[config.mk]
export PLATFORM = sky130hd
export DESIGN_NAME = semaphore_timer_datapath_flat
export DESIGN_NICKNAME = d
export VERILOG_FILES = /design/src/rtl/semaphore_timer_datapath_pkg.sv /design/src/rtl/semaphore_timer_datapath_if.sv /design/src/rtl/semaphore_timer_datapath_phase_timer.sv /design/src/rtl/semaphore_timer_datapath.sv /design/src/flat_wrapper.sv
export SDC_FILE = /design/constraint.sdc
export NUM_CORES = 1
export LEC_CHECK = 0
export CORE_ASPECT_RATIO = 1.5
export CORE_MARGIN = 4
export CORE_UTILIZATION = 30
export CTS_CLUSTER_DIAMETER = 120
export DETAILED_ROUTE_END_ITERATION = 8
export HOLD_SLACK_MARGIN = 0.15
export PLACE_DENSITY = 0.48
export SLEW_MARGIN = 25
export SYNTH_ARGS = -nofsm -noshare
export SYNTH_HDL_FRONTEND = slang
export SYNTH_SLANG_ARGS = --single-unit
export TNS_END_PERCENT = 5
[constraint.sdc]
create_clock -name clk -period 4.1 [get_ports clk]
set_input_delay 1.23 -clock clk [delete_from_list [all_inputs] [get_ports clk]]
set_output_delay 1.23 -clock clk [all_outputs]
set_load 0.005 [all_outputs]
[src/rtl/semaphore_timer_datapath_pkg.sv]
// Shared types and helpers for the semaphore datapath and its control FSM.
package semaphore_timer_datapath_pkg;

   typedef enum logic [1:0] {RED, GREEN, YELLOW} estado_t;

   // The product can exceed 32 bits at realistic clock rates, so widen before dividing
   function automatic int lim_cycles(input int hz, input int tenths);
      return int'((longint'(hz) * longint'(tenths)) / 64'sd10);
   endfunction

   function automatic int cnt_width(input int lim);
      return (lim > 1) ? $clog2(lim) : 1;
   endfunction

endpackage

[src/rtl/semaphore_timer_datapath_if.sv]
// Strobe/flag bundle between the semaphore FSM (master) and its timer datapath (slave).
interface semaphore_timer_datapath_if;

   logic load_Reg5s;
   logic clear_Reg5s;
   logic load_Reg7s;
   logic clear_Reg7s;
   logic load_Reg05s;
   logic clear_Reg05s;
   logic ped_btn;
   logic fim_5s;
   logic fim_7s;
   logic fim_05s;
   logic pedestrian;

   modport master (
      output load_Reg5s, clear_Reg5s, load_Reg7s, clear_Reg7s,
             load_Reg05s, clear_Reg05s, ped_btn,
      input  fim_5s, fim_7s, fim_05s, pedestrian
   );

   modport slave (
      input  load_Reg5s, clear_Reg5s, load_Reg7s, clear_Reg7s,
             load_Reg05s, clear_Reg05s, ped_btn,
      output fim_5s, fim_7s, fim_05s, pedestrian
   );

endinterface

[src/rtl/semaphore_timer_datapath_phase_timer.sv]
// Phase timer: wrapping counter of LIM cycles with a combinational terminal flag.
module semaphore_timer_datapath_phase_timer
   import semaphore_timer_datapath_pkg::*;
#(
   parameter int LIM = 50
) (
   input  logic clk,
   input  logic rst,
   input  logic load,
   input  logic clear,
   output logic fim
);

   localparam int W = cnt_width(LIM);
   localparam logic [W-1:0] LAST = W'(LIM - 1);

   logic [W-1:0] r_cnt;

   // Load outranks clear: yellow asserts both and the timer must keep running
   always_ff @(posedge clk) begin
      if (rst) begin
         r_cnt <= '0;
      end else if (load) begin
         r_cnt <= (r_cnt == LAST) ? '0 : r_cnt + 1'b1;
      end else if (clear) begin
         r_cnt <= '0;
      end
   end

   assign fim = load && (r_cnt == LAST);

endmodule

[src/rtl/semaphore_timer_datapath.sv]
// Semaphore datapath: three phase timers plus pedestrian button conditioning.
// Optional feature macro: SEMAPHORE_PED_LATCH_EN (hold the request until yellow serves it).
module semaphore_timer_datapath
   import semaphore_timer_datapath_pkg::*;
#(
   parameter int CLK_HZ          = 50_000_000,
   parameter int DEBOUNCE_CYCLES = 1_000_000
) (
   input  logic                      clk,
   input  logic                      rst,
   semaphore_timer_datapath_if.slave bus
);

   localparam int T5_LIM  = lim_cycles(CLK_HZ, 50);
   localparam int T7_LIM  = lim_cycles(CLK_HZ, 70);
   localparam int T05_LIM = lim_cycles(CLK_HZ, 5);

   localparam int DEB_W = cnt_width(DEBOUNCE_CYCLES);
   localparam logic [DEB_W-1:0] DEB_LAST = DEB_W'(DEBOUNCE_CYCLES - 1);

   logic w_fim5s;
   logic w_fim7s;
   logic w_fim05s;
   logic w_risePulse;

   logic             r_sync1;
   logic             r_pedS;
   logic [DEB_W-1:0] r_debCnt;
   logic             r_debLvl;
   logic             r_debLvlQ;

   semaphore_timer_datapath_phase_timer #(.LIM(T5_LIM)) u_timer5s (
      .clk   (clk),
      .rst   (rst),
      .load  (bus.load_Reg5s),
      .clear (bus.clear_Reg5s),
      .fim   (w_fim5s)
   );

   semaphore_timer_datapath_phase_timer #(.LIM(T7_LIM)) u_timer7s (
      .clk   (clk),
      .rst   (rst),
      .load  (bus.load_Reg7s),
      .clear (bus.clear_Reg7s),
      .fim   (w_fim7s)
   );

   semaphore_timer_datapath_phase_timer #(.LIM(T05_LIM)) u_timer05s (
      .clk   (clk),
      .rst   (rst),
      .load  (bus.load_Reg05s),
      .clear (bus.clear_Reg05s),
      .fim   (w_fim05s)
   );

   assign bus.fim_5s  = w_fim5s;
   assign bus.fim_7s  = w_fim7s;
   assign bus.fim_05s = w_fim05s;

   // The accepted level only moves after DEBOUNCE_CYCLES consecutive disagreeing samples
   always_ff @(posedge clk) begin
      if (rst) begin
         r_sync1   <= 1'b0;
         r_pedS    <= 1'b0;
         r_debCnt  <= '0;
         r_debLvl  <= 1'b0;
         r_debLvlQ <= 1'b0;
      end else begin
         r_sync1   <= bus.ped_btn;
         r_pedS    <= r_sync1;
         r_debLvlQ <= r_debLvl;
         if (r_pedS != r_debLvl) begin
            if (r_debCnt == DEB_LAST) begin
               r_debLvl <= r_pedS;
               r_debCnt <= '0;
            end else begin
               r_debCnt <= r_debCnt + 1'b1;
            end
         end else begin
            r_debCnt <= '0;
         end
      end
   end

   assign w_risePulse = r_debLvl & ~r_debLvlQ;

`ifdef SEMAPHORE_PED_LATCH_EN
   logic r_pedReq;

   // Entering yellow means the request was served; that clear beats a simultaneous new press
   always_ff @(posedge clk) begin
      if (rst) begin
         r_pedReq <= 1'b0;
      end else if (bus.load_Reg05s) begin
         r_pedReq <= 1'b0;
      end else if (w_risePulse) begin
         r_pedReq <= 1'b1;
      end
   end

   assign bus.pedestrian = r_pedReq;
`else
   logic r_pedPulse;

   always_ff @(posedge clk) begin
      if (rst) begin
         r_pedPulse <= 1'b0;
      end else begin
         r_pedPulse <= w_risePulse;
      end
   end

   assign bus.pedestrian = r_pedPulse;
`endif

endmodule

[src/flat_wrapper.sv]
// flat-port wrapper written by rule: the top's interface ports become plain ports
module semaphore_timer_datapath_flat import semaphore_timer_datapath_pkg::*;
#(
   parameter int CLK_HZ          = 50_000_000,
   parameter int DEBOUNCE_CYCLES = 1_000_000
)
  (clk, rst, bus_load_Reg5s, bus_clear_Reg5s, bus_load_Reg7s, bus_clear_Reg7s, bus_load_Reg05s, bus_clear_Reg05s, bus_ped_btn, bus_fim_5s, bus_fim_7s, bus_fim_05s, bus_pedestrian);
  semaphore_timer_datapath_if bus_i ();
  input  logic clk;
  input  logic rst;
  input wire logic [$bits(bus_i.load_Reg5s)-1:0] bus_load_Reg5s;
  input wire logic [$bits(bus_i.clear_Reg5s)-1:0] bus_clear_Reg5s;
  input wire logic [$bits(bus_i.load_Reg7s)-1:0] bus_load_Reg7s;
  input wire logic [$bits(bus_i.clear_Reg7s)-1:0] bus_clear_Reg7s;
  input wire logic [$bits(bus_i.load_Reg05s)-1:0] bus_load_Reg05s;
  input wire logic [$bits(bus_i.clear_Reg05s)-1:0] bus_clear_Reg05s;
  input wire logic [$bits(bus_i.ped_btn)-1:0] bus_ped_btn;
  output wire logic [$bits(bus_i.fim_5s)-1:0] bus_fim_5s;
  output wire logic [$bits(bus_i.fim_7s)-1:0] bus_fim_7s;
  output wire logic [$bits(bus_i.fim_05s)-1:0] bus_fim_05s;
  output wire logic [$bits(bus_i.pedestrian)-1:0] bus_pedestrian;
  assign bus_i.load_Reg5s = bus_load_Reg5s;
  assign bus_i.clear_Reg5s = bus_clear_Reg5s;
  assign bus_i.load_Reg7s = bus_load_Reg7s;
  assign bus_i.clear_Reg7s = bus_clear_Reg7s;
  assign bus_i.load_Reg05s = bus_load_Reg05s;
  assign bus_i.clear_Reg05s = bus_clear_Reg05s;
  assign bus_i.ped_btn = bus_ped_btn;
  assign bus_fim_5s = bus_i.fim_5s;
  assign bus_fim_7s = bus_i.fim_7s;
  assign bus_fim_05s = bus_i.fim_05s;
  assign bus_pedestrian = bus_i.pedestrian;
  semaphore_timer_datapath #(.CLK_HZ(CLK_HZ), .DEBOUNCE_CYCLES(DEBOUNCE_CYCLES)) u_core (.clk(clk), .rst(rst), .bus(bus_i));
endmodule
; ---- Yosys cells after proc, flatten, opt, wreduce, memory -nomap -nowiden
; Index checks and enable logic that the tools add are counted.
; W data, S select, Z words.
[word_totals]
regBits = 107
in_bits = 9
output_inout_bits = 4
wordCells = 38
[classes]
addsub = 4
n_eq_ne = 5
muxes = 9
bitwise = 3
n_reduce_logical = 8
[ops]
columns = op, count
row1 = $mux W29, 3
row2 = $mux W28, 3
row3 = $mux W25, 3
row4 = $add A29 B1 Y29 const B, 1
row5 = $eq A29 B29 Y1 const B, 1
row6 = $add A28 B1 Y28 const B, 1
row7 = $eq A28 B28 Y1 const B, 1
row8 = $add A25 B1 Y25 const B, 1
row9 = $eq A25 B25 Y1 const B, 1
row10 = $add A20 B1 Y20 const B, 1
row11 = $eq A20 B20 Y1 const B, 1
row12 = $reduce_bool A2 Y1, 3
row13 = $logic_and A1 B1 Y1, 3
row14 = $reduce_or A3 Y1, 1
row15 = $not A1 Y1, 2
row16 = $reduce_and A2 Y1, 1
row17 = $and A1 B1 Y1, 1
row18 = $ne A1 B1 Y1, 1

; ---- Logic depth before layout (Yosys ltp)
; Gate-level depths: netlist of the first run.
[logic_depth]
ltp_word = 3
mapped_depth = 8
mapped_depth_nobuf = 6

; ---- Cells and area by module
; A second synthesis of the first run with hierarchy kept.
[hier_totals]
cells_unflattened = 674
hier_area_um2 = 5555.3
[modules_own_cells]
columns = mod, instances, cells_each, area_each_um2, seq_area_each_um2
row1 = semaphore_timer_datapath_phase_timer (u_core.u_timer7s), 1, 189, 1557.7, 580.6
row2 = semaphore_timer_datapath_phase_timer (u_core.u_timer5s), 1, 199, 1555.2, 560.5
row3 = semaphore_timer_datapath_phase_timer (u_core.u_timer05s), 1, 167, 1367.6, 500.5
row4 = semaphore_timer_datapath, 1, 119, 1074.8, 500.5

; ---- Least setup slack after synthesis of the first run
; OpenSTA, ideal clock, no wires.
[synth_timing]
path_kind = reg-to-output
startpoint = register u_core.u_timer5s.r_cnt[9]
endpoint = output port bus_fim_5s
arrival_ns = 1.416
t_required_ns = 2.870
setup_slack_ns = 1.454
stages_incl_launch_ff = 4
n_path_buf = 0
cell_sequence = dfxtp_1 > or4bb_1 > nor4_4 > and3_1
[synth_via]
elab_chain_cells = 2
[synth_lines]
columns = element, line_no
row1 = start: declaration, semaphore_timer_datapath_phase_timer.sv:17  ; logic [W-1:0] r_cnt;
row2 = start signal: assignment, semaphore_timer_datapath_phase_timer.sv:24  ; r_cnt <= (r_cnt == LAST) ? '0 : r_cnt + 1'b1;
row3 = $eq A28 B28 Y1, semaphore_timer_datapath_phase_timer.sv:30  ; assign fim = load && (r_cnt == LAST);
row4 = $logic_and A1 B1 Y1, semaphore_timer_datapath_phase_timer.sv:30
row5 = end: declaration, flat_wrapper.sv:18  ; output wire logic [$bits(bus_i.fim_5s)-1:0] bus_fim_5s;
; Every way passes these cells.

; ---- Final worst setup path of the first run
[layout_timing]
startpoint = input port bus_load_Reg7s
endpoint = output port bus_fim_7s
[layout_via]
elab_chain_cells = 1
[layout_lines]
columns = element, line_no
row1 = start: declaration, flat_wrapper.sv:13  ; input wire logic [$bits(bus_i.load_Reg7s)-1:0] bus_load_Reg7s;
row2 = $logic_and A1 B1 Y1, semaphore_timer_datapath_phase_timer.sv:30
row3 = end: declaration, flat_wrapper.sv:19  ; output wire logic [$bits(bus_i.fim_7s)-1:0] bus_fim_7s;
; Every way passes these cells.

==> results.yml, run 1 <==
status:
  status: "finished, final reports clean"
drt:
  vias_per_cell: 5.53
  num_vias: 4940
  wl_mm: 13.8
  dr.pass1.iters: 5
  wl_per_cell_um: 15.5
  drc_errors: 0
  drtIter0Drc: 363
  antenna_left: 0
finish:
  fillCellCount: 1913
  seqCellArea_mm2: 0.00214
  final_cell_mix: "dfxtp_1 (107), nor2_1 (66), nand2_1 (60)"
  drive_gt1_share_pct: 7.54
  syn_to_final_growth_pct: 11.4
  final_common_cell: "dfxtp_1"
  postLayoutCellArea_mm2: 0.00607
  multi_input_area_mm2: 0.00311
  nets: 684
  n_antenna_cell: 0
clocking:
  clkTransAtPathRegs_ns: 0.07
  clock-sinks: 107
  htreeDepth: 3
  cts_setup_buffers: 0
  numCtsBuffers: 9
  ctsResizeCount: 0
  clk_latency_ns: 0.35
  cts_hold_buf: 0
  tritoncts: "yes"
  clock-root-buffer: "clkbuf_16"
  cts_buffer_depth: 2
pwr:
  power_w: 0.00199
  max-vdd-ir-drop_mv: 0.146
  power_leakage_nw: 1.91
  power.density_mw_per_mm2: 328
worst_setup_path:
  path_class: "input port to primary output"
  slowest_stage: "clkdlybuf4s50_1"
  critPathLaunchType: "input port"
  critPathCaptureType: "primary output"
  worst_ep_required_time_ns: 2.87
  cp.arrival_ns: 2.51
  rr_worst_depth: 6
  r2r-start: "u_core.u_timer5s.r_cnt[0]$_SDFFE_PP0P_"
  crit_chain: "clkdlybuf4s50_1 > and3_1 > clkdlybuf4s50_1"
  timing.rr.end: "u_core.u_timer5s.r_cnt[18]$_SDFFE_PP0P_"
  cp_slowest_stage_delay_ns: 0.59
  rrSetupSlack_ns: 1.76
  worstPathMaxFanout: 8
  path_common_cell: "clkdlybuf4s50_1"
sta:
  whs_ns: 0.386
  max_slew_margin_pct: 43.9
  worst_slew_pin_slew_ns: 0.841
  finalSetupTns_ns: 0
  grt_setup_unrepaired: "no"
  clock_skew_ns: 0.00912
  fmax_ghz: 0.267
  layout_min_cycle_time_ns: 3.74
  min_period_over_period_pct: 91.3
  finalSetupViolations: 0
  hold_viol: 0
  slew_viol_final: 0
min_path:
  hold_end: "u_core.bus.pedestrian$_SDFF_PP0_"
  worstHoldStart: "u_core.r_debLvlQ$_SDFF_PP0_"
  min_path_cells: 1
  min-delay-path-class: "flop to flop"
floorplan:
  start_util_pct: 30.5
  io_pins: 13
  fp-row-count: 60
  die_w_um: 118
  dieArea_mm2: 0.0204
  fp.dieH_um: 173
  coreArea_mm2: 0.0179
synth:
  synth_ff_type: "dfxtp_1"
  synth_edf_count: 0
  synthesis.nets: 675
  syn_inst: 662
  async_reset_ff_share_pct: 0
  synth.distinct_cells: 58
  yosysSeqAreaShare_pct: 39.3
  synth_seq_cells: 107
  yosys_warnings: 0
  syn-cell-area_mm2: 0.00545
  avgSynthCellArea_um2: 8.23
global_route:
  met2_usage_pct: 25.0
  grt.busiest_layer: "met2"
  track_usage_pct: 13.7
  grtUsageMet3_pct: 2.29
  grt_pass1_vias: 4666
  grt_max_degree: 33
  met1_usage_pct: 15.2
  overflow: 0
  antenna_found_initial: 0
  grt_first_pass_wirelength_mm: 23.2
placement:
  place.gp.congestion: 0.806
  port_buffers: 12
  hpwlAfterDp_mm: 9.95
  place_area_mm2: 0.00579
job:
  maxCapViolations: 0
==> flip-flops by register name (all words and copies together), names as in the netlist <==
register,flops
u_core.u_timer7s.r_cnt,29
u_core.u_timer5s.r_cnt,28
u_core.u_timer05s.r_cnt,25
u_core.r_debCnt,20
u_core.bus.pedestrian,1
u_core.r_debLvl,1
u_core.r_debLvlQ,1
u_core.r_pedS,1
u_core.r_sync1,1
==> worst max-delay path: cells and delay by family <==
family | cells | cell delay, ns
and+or+nand+nor | 1 | 0.20
buffers and inverters | 2 | 1.09
==> layer usage <==
metal,up-vias,share of wire (%),routed length [µm]
met5,-,0,0
met4,0,2.7,377
met3,23,2.4,335
met2,79,52,7240
met1,2364,43,5880
li1,2474,-,-
==> worst max path at each step <==
stage                            end  slack [ns]                                   start
after floorplan           bus_fim_5s        1.45  u_core.u_timer5s.r_cnt[9]$_SDFFE_PP0P_
after global placement    bus_fim_7s        0.40                          bus_load_Reg7s
after detailed placement  bus_fim_7s        0.34                          bus_load_Reg7s
after CTS                 bus_fim_7s        0.33                          bus_load_Reg7s
after global routing      bus_fim_7s        0.28                          bus_load_Reg7s
final                     bus_fim_7s        0.36                          bus_load_Reg7s
==> cells in the mapped netlist, types with 6 or more instances <==
| master | instances | area (µm²) |
|---|---|---|
| and3_1 | 15 | 93.8 |
| or3_1 | 9 | 56.3 |
| nor2_1 | 66 | 248 |
| or3b_2 | 6 | 52.6 |
| nand2b_1 | 13 | 81.3 |
| a31oi_1 | 32 | 200 |
| o21ai_0 | 26 | 130 |
| nand4_1 | 30 | 188 |
| or2_2 | 6 | 37.5 |
| a21oi_1 | 44 | 220 |
| nor2b_1 | 6 | 37.5 |
| mux2i_1 | 6 | 60.1 |
| nor3_1 | 13 | 65.1 |
| inv_1 | 16 | 60.1 |
| xnor2_1 | 13 | 114 |
| and4_1 | 6 | 52.6 |
| clkbuf_1 | 10 | 37.5 |
| nor4_1 | 14 | 87.6 |
| nand2_1 | 60 | 225 |
| xor2_1 | 19 | 166 |
| a41oi_1 | 8 | 70.1 |
| nand3_1 | 52 | 260 |
| dfxtp_1 | 107 | 2140 |
==> cells by family after synthesis <==
kind of cell    Yosys count  share of synthesized area, %
buf+inv                  41                          3.84
compound gates          143                          16.4
fa+ha+maj                 4                         0.919
mux                       6                          1.10
xor+xnor                 32                          5.14
flops                   107                          39.3
simple gates            329                          33.3
==> through the flow <==
stage                     utilization (%)  std cells  setup slack (ns)
after floorplan                         -        662              1.45
after global placement               32.4        877             0.396
after detailed placement             32.4        877             0.340
after CTS                            33.9        893             0.332
after global routing                 34.0        893             0.277
final                                34.0        893             0.357
==> power breakdown <==
| part | switching [W] | internal, W | total, W |
|---|---|---|---|
| clock network | 0.000410 | 0.000416 | 0.000826 |
| registers | 0.0000131 | 0.00105 | 0.00106 |
| logic | 0.0000625 | 0.0000368 | 0.0000993 |
| total | 0.000486 | 0.00150 | 0.00199 |
==> cell type report <==
| type | instances | area share, % |
|---|---|---|
| multi-input combinational | 514 | 51.2 |
| sequential | 107 | 35.3 |
| tap | 217 | 4.47 |
| clock buffer | 11 | 3.83 |
| timing repair buffer | 23 | 3.55 |
| inverter | 16 | 0.989 |
| clock inverter | 5 | 0.660 |
Power figures use the tool's default switching activity.
==> run 2: changes to the inputs <==
- ABC_AREA: default -> 1
- PLACE_DENSITY: 0.48 -> 0.47
- RECOVER_POWER: default -> 25
- SYNTH_HIERARCHICAL: default -> 1
==> results.yml, run 2 <==
status:
  status: "finished, final reports clean"
floorplan:
  dieArea_mm2: 0.0245
  io_pins: 13
  fp-row-count: 66
  start_util_pct: 30.5
  coreArea_mm2: 0.0216
  fp.dieH_um: 190
  die_w_um: 129
global_route:
  overflow: 0
  grt_max_degree: 27
  antenna_found_initial: 0
  track_usage_pct: 14.5
  grt_first_pass_wirelength_mm: 29.0
  grt_pass1_vias: 6046
sta:
  worst_slew_pin_slew_ns: 1.40
  max_slew_margin_pct: 6.54
  fmax_ghz: 0.267
  min_period_over_period_pct: 91.5
  slew_viol_final: 0
  finalSetupTns_ns: 0
  finalSetupViolations: 0
  grt_setup_unrepaired: "no"
  hold_viol: 0
  clock_skew_ns: 0.00757
  layout_min_cycle_time_ns: 3.75
synth:
  synthesis.nets: 1060
  synth_edf_count: 0
  synth.distinct_cells: 39
  avgSynthCellArea_um2: 6.29
  synth_seq_cells: 107
  synth_ff_type: "dfxtp_1"
  synth_area_leader_cell: "dfxtp_1"
  syn-cell-area_mm2: 0.00659
  synth_common_cells: "nand2_1 (339), nor2_1 (135), dfxtp_1 (107)"
  synthTopCellsByArea: "dfxtp_1 (33%), nand2_1 (19%), nor2_1 (7.7%), a21oi_1 (6.1%), inv_1 (5.9%)"
  async_reset_ff_share_pct: 0
  synth.most_common_cell: "nand2_1"
  yosys_warnings: 6
  yosysSeqAreaShare_pct: 32.5
  syn_inst: 1047
  synth_top_area_share_pct: 32.5
drt:
  num_vias: 6195
  drc_errors: 0
  wl_met2_mm: 8.91
  wl_per_cell_um: 12.7
  drtIter0Drc: 299
  wirelength_met1_mm: 7.42
  antenna_left: 0
  wl_mm: 17.0
  dr.pass1.iters: 4
  dr.max_layer_used: "met4"
  vias_per_cell: 4.64
  wl_met3_um: 308
finish:
  final_cell_mix: "nand2_1 (340), nor2_1 (134), dfxtp_1 (107)"
  n_antenna_cell: 0
  syn_to_final_growth_pct: 10.3
  nets: 1070
  largest_reg_flops: 29
  final_common_cell: "nand2_1"
  largest_register: "u_core/u_timer7s/r_cnt"
  top_regs: "u_core/u_timer7s/r_cnt x29, u_core/u_timer5s/r_cnt x28, u_core/u_timer05s/r_cnt x25"
  drive_gt1_share_pct: 10.5
clocking:
  numCtsBuffers: 9
  cts_buffer_depth: 2
  cts_hold_buf: 0
  htreeDepth: 3
  ctsResizeCount: 0
  clk_latency_ns: 0.37
  cts_setup_buffers: 0
  tritoncts: "yes"
  clkTransAtPathRegs_ns: 0.08
  clock-sinks: 107
  clock-root-buffer: "clkbuf_16"
worst_setup_path:
  critPathLaunchType: "input port"
  path_class: "input port to primary output"
  crit_family: "buffers and inverters"
  crit_buf_inv: 3
  path_common_cell: "clkdlybuf4s50_1"
  rr_worst_depth: 10
  cp_slowest_stage_delay_ns: 0.53
  worstPathMaxFanout: 2
  crit_chain: "clkdlybuf4s50_1 > inv_1 > nor2_1 > clkdlybuf4s50_1"
  critPathCaptureType: "primary output"
  slowest_stage: "clkdlybuf4s50_1"
  r2r-start: "u_core/u_timer5s/r_cnt[0]$_SDFFE_PP0P_"
  timing.rr.end: "u_core/u_timer5s/r_cnt[9]$_SDFFE_PP0P_"
  worst_ep_required_time_ns: 2.87
  rrSetupSlack_ns: 2.31
  cp.arrival_ns: 2.52
pwr:
  power.density_mw_per_mm2: 282
  power_w: 0.00205
  max-vdd-ir-drop_mv: 0.197
  power_leakage_nw: 2.60
min_path:
  hold_end: "u_core/bus.pedestrian$_SDFF_PP0_"
  worstHoldStart: "u_core/r_debLvlQ$_SDFF_PP0_"
  min-delay-path-class: "flop to flop"
  min_path_cells: 1
job:
  maxCapViolations: 0
placement:
  hpwlAfterDp_mm: 12.7
  port_buffers: 12
  place.gp.congestion: 0.826
## run 2: kinds of logic after synthesis
group                      after synthesis  synth area share (%)
and+or+nand+nor                        661                  45.6
xor gates and xnor gates                27                  3.59
adders and majority gates                4                 0.759
buffers and inverters                  132                  8.16
DFF                                    107                  32.5
AOI/OAI and AO/OA                      116                  9.34
## run 2: area by class of cell
| cell class | count | area [µm²] |
|---|---|---|
| clock buffers | 10 | 239 |
| repair buffers | 20 | 170 |
| well taps | 272 | 340 |
| fillers | 2430 | 14400 |
| inverters | 111 | 417 |
| flip-flops and latches | 107 | 2140 |
| multi-input cells | 808 | 3900 |
| clock inverters | 6 | 62.6 |
## run 2: per-stage QoR
stage / worst slack (ns) / util, % / area [µm²] / instances / hold WS, ns
2_1_floorplan: 1.26 / - / 6590 / 1047 / 0.374
3_3_place_gp: 0.289 / 32.3 / 6990 / 1318 / 0.382
3_5_place_dp: 0.292 / 32.3 / 6990 / 1318 / 0.382
4_1_cts: 0.285 / 33.7 / 7290 / 1334 / 0.394
5_1_grt: 0.280 / 33.6 / 7270 / 1334 / 0.399
6_report: 0.350 / 33.6 / 7270 / 1334 / 0.394
## run 2: power by group
part	leakage (nW)	switching [W]	internal (W)
Sequential	0.863	0.00000534	0.00104
Combinational	1.59	0.0000609	0.0000244
Clock	0.151	0.000466	0.000451
Total	2.60	0.000532	0.00152
## run 2: routing by layer
layer  GRT usage [%]  vias to the layer above
met5               0                        -
met4            5.09                        0
met3            2.00                       24
met2            27.1                       48
met1            16.6                     2802
li1                -                     3321
## run 2: worst max-delay path by stage
| stage | slack (ns) | end | cells after the start | startpoint |
|---|---|---|---|---|
| 6_report | 0.35 | bus_fim_05s | 4 | bus_load_Reg05s |
| 5_1_grt | 0.28 | bus_fim_05s | 4 | bus_load_Reg05s |
| 4_1_cts | 0.29 | bus_fim_05s | 4 | bus_load_Reg05s |
| 3_5_place_dp | 0.29 | bus_fim_05s | 4 | bus_load_Reg05s |
| 3_3_place_gp | 0.29 | bus_fim_05s | 4 | bus_load_Reg05s |
| 2_1_floorplan | 1.26 | bus_fim_5s | 3 | bus_load_Reg5s |
